File: src/rtl/rom_fetch_ctrl_pkg.sv
// Shared types and helpers for the conv weight ROM fetch path: FSM state
// encoding, default ROM geometry and the clogb2 width helper.
package rom_fetch_ctrl_pkg;

  localparam int unsigned DEF_RAM_WIDTH = 32;
  localparam int unsigned DEF_RAM_DEPTH = 2048;

  typedef enum logic [1:0] {
    ST_IDLE,
    ST_FETCH,
    ST_DRAIN,
    ST_DONE
  } state_t;

  // Number of bits needed to represent value (0 -> 0).
  function automatic int unsigned clogb2(input int unsigned value);
    int unsigned result;
    result = 0;
    for (int unsigned v = value; v > 0; v = v >> 1) begin
      result++;
    end
    return result;
  endfunction

endpackage

File: src/rtl/rom_fetch_ctrl_fetch_fifo.sv
// fetch_fifo: synchronous FIFO (DEPTH power of two) with occupancy count,
// buffering ROM words plus their last flag ahead of the output stream.
module fetch_fifo
  import rom_fetch_ctrl_pkg::*;
#(
  parameter int unsigned WIDTH = 33,
  parameter int unsigned DEPTH = 4
) (
  input  logic                       clk,
  input  logic                       rst_n,
  input  logic                       push,
  input  logic [WIDTH-1:0]           din,
  input  logic                       pop,
  output logic [WIDTH-1:0]           dout,
  output logic                       empty,
  output logic [clogb2(DEPTH)-1:0]   count
);

  localparam int unsigned PTR_W = clogb2(DEPTH - 1);
  localparam int unsigned CNT_W = clogb2(DEPTH);

  logic [WIDTH-1:0] mem [DEPTH];
  logic [PTR_W-1:0] wr_ptr;
  logic [PTR_W-1:0] rd_ptr;
  logic             do_push;
  logic             do_pop;

  assign empty   = (count == '0);
  assign do_pop  = pop && !empty;
  assign do_push = push && ((count < CNT_W'(DEPTH)) || do_pop);
  assign dout    = mem[rd_ptr];

  always_ff @(posedge clk) begin
    if (do_push) begin
      mem[wr_ptr] <= din;
    end
  end

  always_ff @(posedge clk) begin
    if (!rst_n) begin
      wr_ptr <= '0;
      rd_ptr <= '0;
      count  <= '0;
    end else begin
      if (do_push) wr_ptr <= wr_ptr + PTR_W'(1);
      if (do_pop)  rd_ptr <= rd_ptr + PTR_W'(1);
      unique case ({do_push, do_pop})
        2'b10:   count <= count + CNT_W'(1);
        2'b01:   count <= count - CNT_W'(1);
        default: count <= count;
      endcase
    end
  end

endmodule

File: src/rtl/rom_fetch_ctrl.sv
// rom_fetch_ctrl: issues a contiguous ROM read run and streams the words out
// as valid/ready. Optional ROM_FETCH_REPEAT_EN adds rep_cnt replay passes.
module rom_fetch_ctrl
  import rom_fetch_ctrl_pkg::*;
#(
  parameter int unsigned RAM_WIDTH  = DEF_RAM_WIDTH,
  parameter int unsigned RAM_DEPTH  = DEF_RAM_DEPTH,
  parameter int unsigned FIFO_DEPTH = 4
) (
  input  logic                              clk,
  input  logic                              rst_n,
  input  logic                              start,
  input  logic [clogb2(RAM_DEPTH-1)-1:0]    base_addr,
  input  logic [clogb2(RAM_DEPTH-1):0]      length,
`ifdef ROM_FETCH_REPEAT_EN
  input  logic [7:0]                        rep_cnt,
`endif
  output logic                              busy,
  output logic                              done,
  output logic [clogb2(RAM_DEPTH-1)-1:0]    rom_addr,
  output logic                              rom_en,
  input  logic [RAM_WIDTH-1:0]              rom_dout,
  output logic                              m_valid,
  output logic [RAM_WIDTH-1:0]              m_data,
  output logic                              m_last,
  input  logic                              m_ready
);

  localparam int unsigned ADDR_W = clogb2(RAM_DEPTH - 1);
  localparam int unsigned LEN_W  = ADDR_W + 1;
  localparam int unsigned CNT_W  = clogb2(FIFO_DEPTH);

  state_t             state;
  logic [LEN_W-1:0]   remaining;
  logic               rd_pending;
  logic               rd_last;
  logic [CNT_W-1:0]   fifo_count;
  logic [CNT_W:0]     occupancy;
  logic               fifo_empty;
  logic [RAM_WIDTH:0] head;
  logic               last_issue;
  logic [ADDR_W-1:0]  next_addr;

`ifdef ROM_FETCH_REPEAT_EN
  logic [7:0]         passes_left;
  logic [ADDR_W-1:0]  base_q;
  logic [LEN_W-1:0]   len_q;
  assign last_issue = (remaining == LEN_W'(1)) && (passes_left == '0);
`else
  assign last_issue = (remaining == LEN_W'(1));
`endif

  // Reads in flight count against capacity so every issued word has a slot.
  assign occupancy = {1'b0, fifo_count} + {{CNT_W{1'b0}}, rd_pending};
  assign rom_en    = (state == ST_FETCH) && (occupancy < (CNT_W+1)'(FIFO_DEPTH));
  assign next_addr = (rom_addr == ADDR_W'(RAM_DEPTH - 1)) ? '0 : rom_addr + ADDR_W'(1);

  assign busy    = (state == ST_FETCH) || (state == ST_DRAIN);
  assign done    = (state == ST_DONE);
  assign m_valid = !fifo_empty;
  assign m_data  = head[RAM_WIDTH-1:0];
  assign m_last  = !fifo_empty && head[RAM_WIDTH];

  always_ff @(posedge clk) begin
    if (!rst_n) begin
      state      <= ST_IDLE;
      rom_addr   <= '0;
      remaining  <= '0;
      rd_pending <= 1'b0;
      rd_last    <= 1'b0;
`ifdef ROM_FETCH_REPEAT_EN
      passes_left <= '0;
      base_q      <= '0;
      len_q       <= '0;
`endif
    end else begin
      rd_pending <= rom_en;
      rd_last    <= rom_en && last_issue;
      unique case (state)
        ST_IDLE: begin
          if (start) begin
            rom_addr  <= base_addr;
            remaining <= length;
`ifdef ROM_FETCH_REPEAT_EN
            passes_left <= rep_cnt;
            base_q      <= base_addr;
            len_q       <= length;
`endif
            state <= (length == '0) ? ST_DONE : ST_FETCH;
          end
        end
        ST_FETCH: begin
          if (rom_en) begin
            if (remaining == LEN_W'(1)) begin
`ifdef ROM_FETCH_REPEAT_EN
              // Reload the run without a gap while passes remain.
              if (passes_left != '0) begin
                passes_left <= passes_left - 8'd1;
                rom_addr    <= base_q;
                remaining   <= len_q;
              end else begin
                state <= ST_DRAIN;
              end
`else
              state <= ST_DRAIN;
`endif
            end else begin
              rom_addr  <= next_addr;
              remaining <= remaining - LEN_W'(1);
            end
          end
        end
        ST_DRAIN: begin
          if (m_valid && m_ready && m_last) state <= ST_DONE;
        end
        ST_DONE:  state <= ST_IDLE;
        default:  state <= ST_IDLE;
      endcase
    end
  end

  fetch_fifo #(
    .WIDTH (RAM_WIDTH + 1),
    .DEPTH (FIFO_DEPTH)
  ) u_fifo (
    .clk   (clk),
    .rst_n (rst_n),
    .push  (rd_pending),
    .din   ({rd_last, rom_dout}),
    .pop   (m_valid && m_ready),
    .dout  (head),
    .empty (fifo_empty),
    .count (fifo_count)
  );

endmodule
File: config.mk
export PLATFORM = sky130hd
export DESIGN_NAME = rom_fetch_ctrl
export DESIGN_NICKNAME = d
export VERILOG_FILES = /design/src/rtl/rom_fetch_ctrl_pkg.sv /design/src/rtl/rom_fetch_ctrl_fetch_fifo.sv /design/src/rtl/rom_fetch_ctrl.sv
export SDC_FILE = /design/constraint.sdc
export NUM_CORES = 1
export LEC_CHECK = 0
export BUFFER_PORTS_ARGS = -buffer_cell sky130_fd_sc_hd__buf_2
export CAP_MARGIN = 25
export CORE_ASPECT_RATIO = 1.4
export CORE_MARGIN = 1
export CORE_UTILIZATION = 60
export CTS_BUF_LIST = sky130_fd_sc_hd__clkbuf_16
export DETAILED_ROUTE_END_ITERATION = 16
export PLACE_DENSITY = 0.83
export RECOVER_POWER = 25
export SYNTH_ARGS = -nofsm -noshare
export SYNTH_HDL_FRONTEND = slang
export SYNTH_HIERARCHICAL = 1
export SYNTH_SLANG_ARGS = --single-unit
File: constraint.sdc
create_clock -name clk -period 5.1 [get_ports clk]
set_input_delay 0.255 -clock clk [delete_from_list [all_inputs] [get_ports clk]]
set_output_delay 0.255 -clock clk [all_outputs]
set_load 0.005 [all_outputs]
==> results.toml <==
[synthesis]
syn_inst = 469
synth_edf_count = 132
synth_warnings = 6
synthesis.nets = 542
ys_seq_area_frac = 0.661
synth_cell_type_count = 63
synthArstFlopShare = 0
ys_ff_latch = 168
syn_area_per_cell_um2 = 15.1
synthesis.area_um2 = 7080
synthFlopType = "edfxtp_1"

[setup_path]
endpoint_kind = "register"
cp_num_buf_inv = 2
start_kind = "register"
cp.required_ps = 5450
cp_top_family = "simple AND/OR/NAND/NOR gates"
crit_slowest_cell = "nor3_2"
reg2reg_depth = 11
worstSetupPathDepth = 11
path_cells = "nor3_2 -> nor2b_1 -> nor2b_1 -> nor2_1 -> inv_1 -> ha_1 -> inv_1 -> fa_1 -> xor2_1 -> or3_1 -> a21oi_1"
cp_max_fo = 8
critPathKind = "reg2reg"
max_stage_delay_ps = 440
worstPathArrival_ps = 3220

[timing]
report.final.slew_viol_count = 0
setup_ws_ps = 2220
max_freq_ghz = 0.348
maxSlewHeadroom = 0.324
worst_pin_slew_ps = 1010
skew_ps = 6.83
timing.final.crit_share = 0.564
rsz0062_at_grt = "no"
hold_viol = 0
tns_ps = 0
setup_violations = 0
fin_crit_ps = 2880

[cts]
clock_latency_ps = 420
clock_path_buffers = 2
clk_pin_slew_worst_paths_ps = 70
holdBufCountCts = 0
clock-sinks = 168
cts_root_buf = "clkbuf_16"
cts_buffers = 17
cts_setup_buffers = 0
ctsResizeCount = 0
tritoncts = "yes"
h-tree-depth = 4

[run]
maxCapViolations = 0

[die]
fp.coreArea_um2 = 11400
dieHeight_um = 131
io_pins = 107
dieArea_um2 = 12300
start_util = 0.622
rows = 46
fp.dieW_um = 93.8

[pwr]
p_leak_nw = 2.81
powerDensity_nw_per_um2 = 472
irDropWorstVdd_v = 0.000442

[global_routing]
grt_pass1_wl_mm = 24.9
grt_pass1_vias = 4538
grt_max_degree = 37
antenna_found_initial = 0
track_usage = 0.282
globalRoute.totalOverflow = 0

[worst_hold_path]
hold_depth = 1
holdCritPathClass = "in2reg"

[routing]
wl_mm = 16.3
drc_errors = 0
firstDrtPassIters = 5
ant_nets = 0
drt_iter0_drc = 424
vias = 4635
vias_per_cell = 6.35
wl_per_cell_um = 22.3

[cells_and_area]
post_route_cells_drive_above_1_share = 0.278
fin_nets = 647
n_fill_cell = 738
antenna_cells = 0
syn2layout_area_growth_pct = 15.6

[placement]
gp_congestion = 0.841
portBuffers = 106
post-place-ws_ps = 2400
dpl.hpwl_mm = 10.1

[run_status]
status = "finished clean"
==> cells in the final DEF (no fill, tap or decap), types with 9 or more instances in the layout <==
cell and instances:
ha_1 13, o21ai_1 14, clkbuf_1 23, dfxtp_1 34
inv_1 20, a21oi_1 30, mux4_2 33, nor2_1 23
nor2b_1 9, buf_2 83, edfxtp_1 132, clkbuf_16 17
nand2_1 28, o21ai_0 14
==> cell usage after synthesis, types with 8 or more instances <==
cell type,instances,area share
inv_1,20,0.011
o21ai_1,14,0.0099
edfxtp_1,132,0.56
nand3_1,8,0.0057
nor2b_1,9,0.0079
a21oi_1,30,0.021
dfxtp_1,36,0.10
nand2_1,28,0.015
clkbuf_1,10,0.0053
mux4_2,33,0.10
ha_1,13,0.023
nor2_1,23,0.012
o21ai_0,14,0.0099
==> cell families (layout without fill, tap and decap cells) <==
kind of cell	count (synthesis)	after routing	synth area share
compound gates	91	91	0.0804
xor+xnor	2	2	0.00247
fa+ha+maj	14	14	0.0258
buf+inv	44	161	0.0339
flops	168	168	0.661
mux	35	35	0.108
simple gates	115	115	0.0883
==> per-layer routing <==
layer / vias to the layer above / routed length [um] / global-route usage
li1: 2036 / - / -
met1: 2295 / 6290 / 0.347
met2: 271 / 8340 / 0.484
met3: 33 / 1280 / 0.0718
met4: 0 / 358 / 0.0986
met5: - / 0 / 0
==> sequential cells by signal (all words and copies together), names as in the netlist, named ones only <==
register and flops:
u_fifo/mem 132, u_fifo/wr_ptr 2, rd_pending 1, u_fifo/count 3
remaining 12, rom_addr 11, u_fifo/rd_ptr 2, rd_last 1
state 2
==> layout make-up <==
cell class | count | area (um2) | area share
Clock buffer | 17 | 425 | 0.0520
Clock inverter | 14 | 128 | 0.0156
Inverter | 21 | 78.8 | 0.00963
Multi-Input combinational cell | 257 | 2160 | 0.264
Sequential cell | 168 | 4690 | 0.572
Tap cell | 144 | 180 | 0.0220
Timing Repair Buffer | 109 | 524 | 0.0640
==> power breakdown <==
part,switching [mW],internal (mW)
clock network,0.528,0.671
logic,0.541,0.360
registers,0.138,1.62
total,1.21,2.66
==> path summary, 6_finish.rpt <==
| kind | slack, ps | to | start |
|---|---|---|---|
| max reg2reg | 2220 | u_fifo/count[2] | u_fifo/count[2] |
| min | 70 | u_fifo/mem[2][13] | rom_dout[13] |
| min reg2reg | 480 | remaining[11] | remaining[11] |
| max | 2220 | u_fifo/count[2] | u_fifo/count[2] |
==> worst register-to-register path, stage by stage (launching register included) <==
cell and delay [ps]:
dfxtp_1 350, nor3_2 440, nor2b_1 160, nor2b_1 280, nor2_1 140, inv_1 80
ha_1 190, inv_1 70, fa_1 410, xor2_1 190, or3_1 340, a21oi_1 150
==> per-stage QoR <==
step                      hold slack [ps]  cell area, um2   util  std cells  power, mW
after global placement                445            7660  0.672        698       2.60
after floorplan                       354            7080      -        469       2.38
after detailed placement              465            7660  0.672        698       2.65
final                                68.0            8190  0.718        730       3.86
after CTS                            40.9            8210  0.720        729       3.85
after global routing                 64.6            8190  0.718        730       4.03
(Power assumes the default switching activity.)
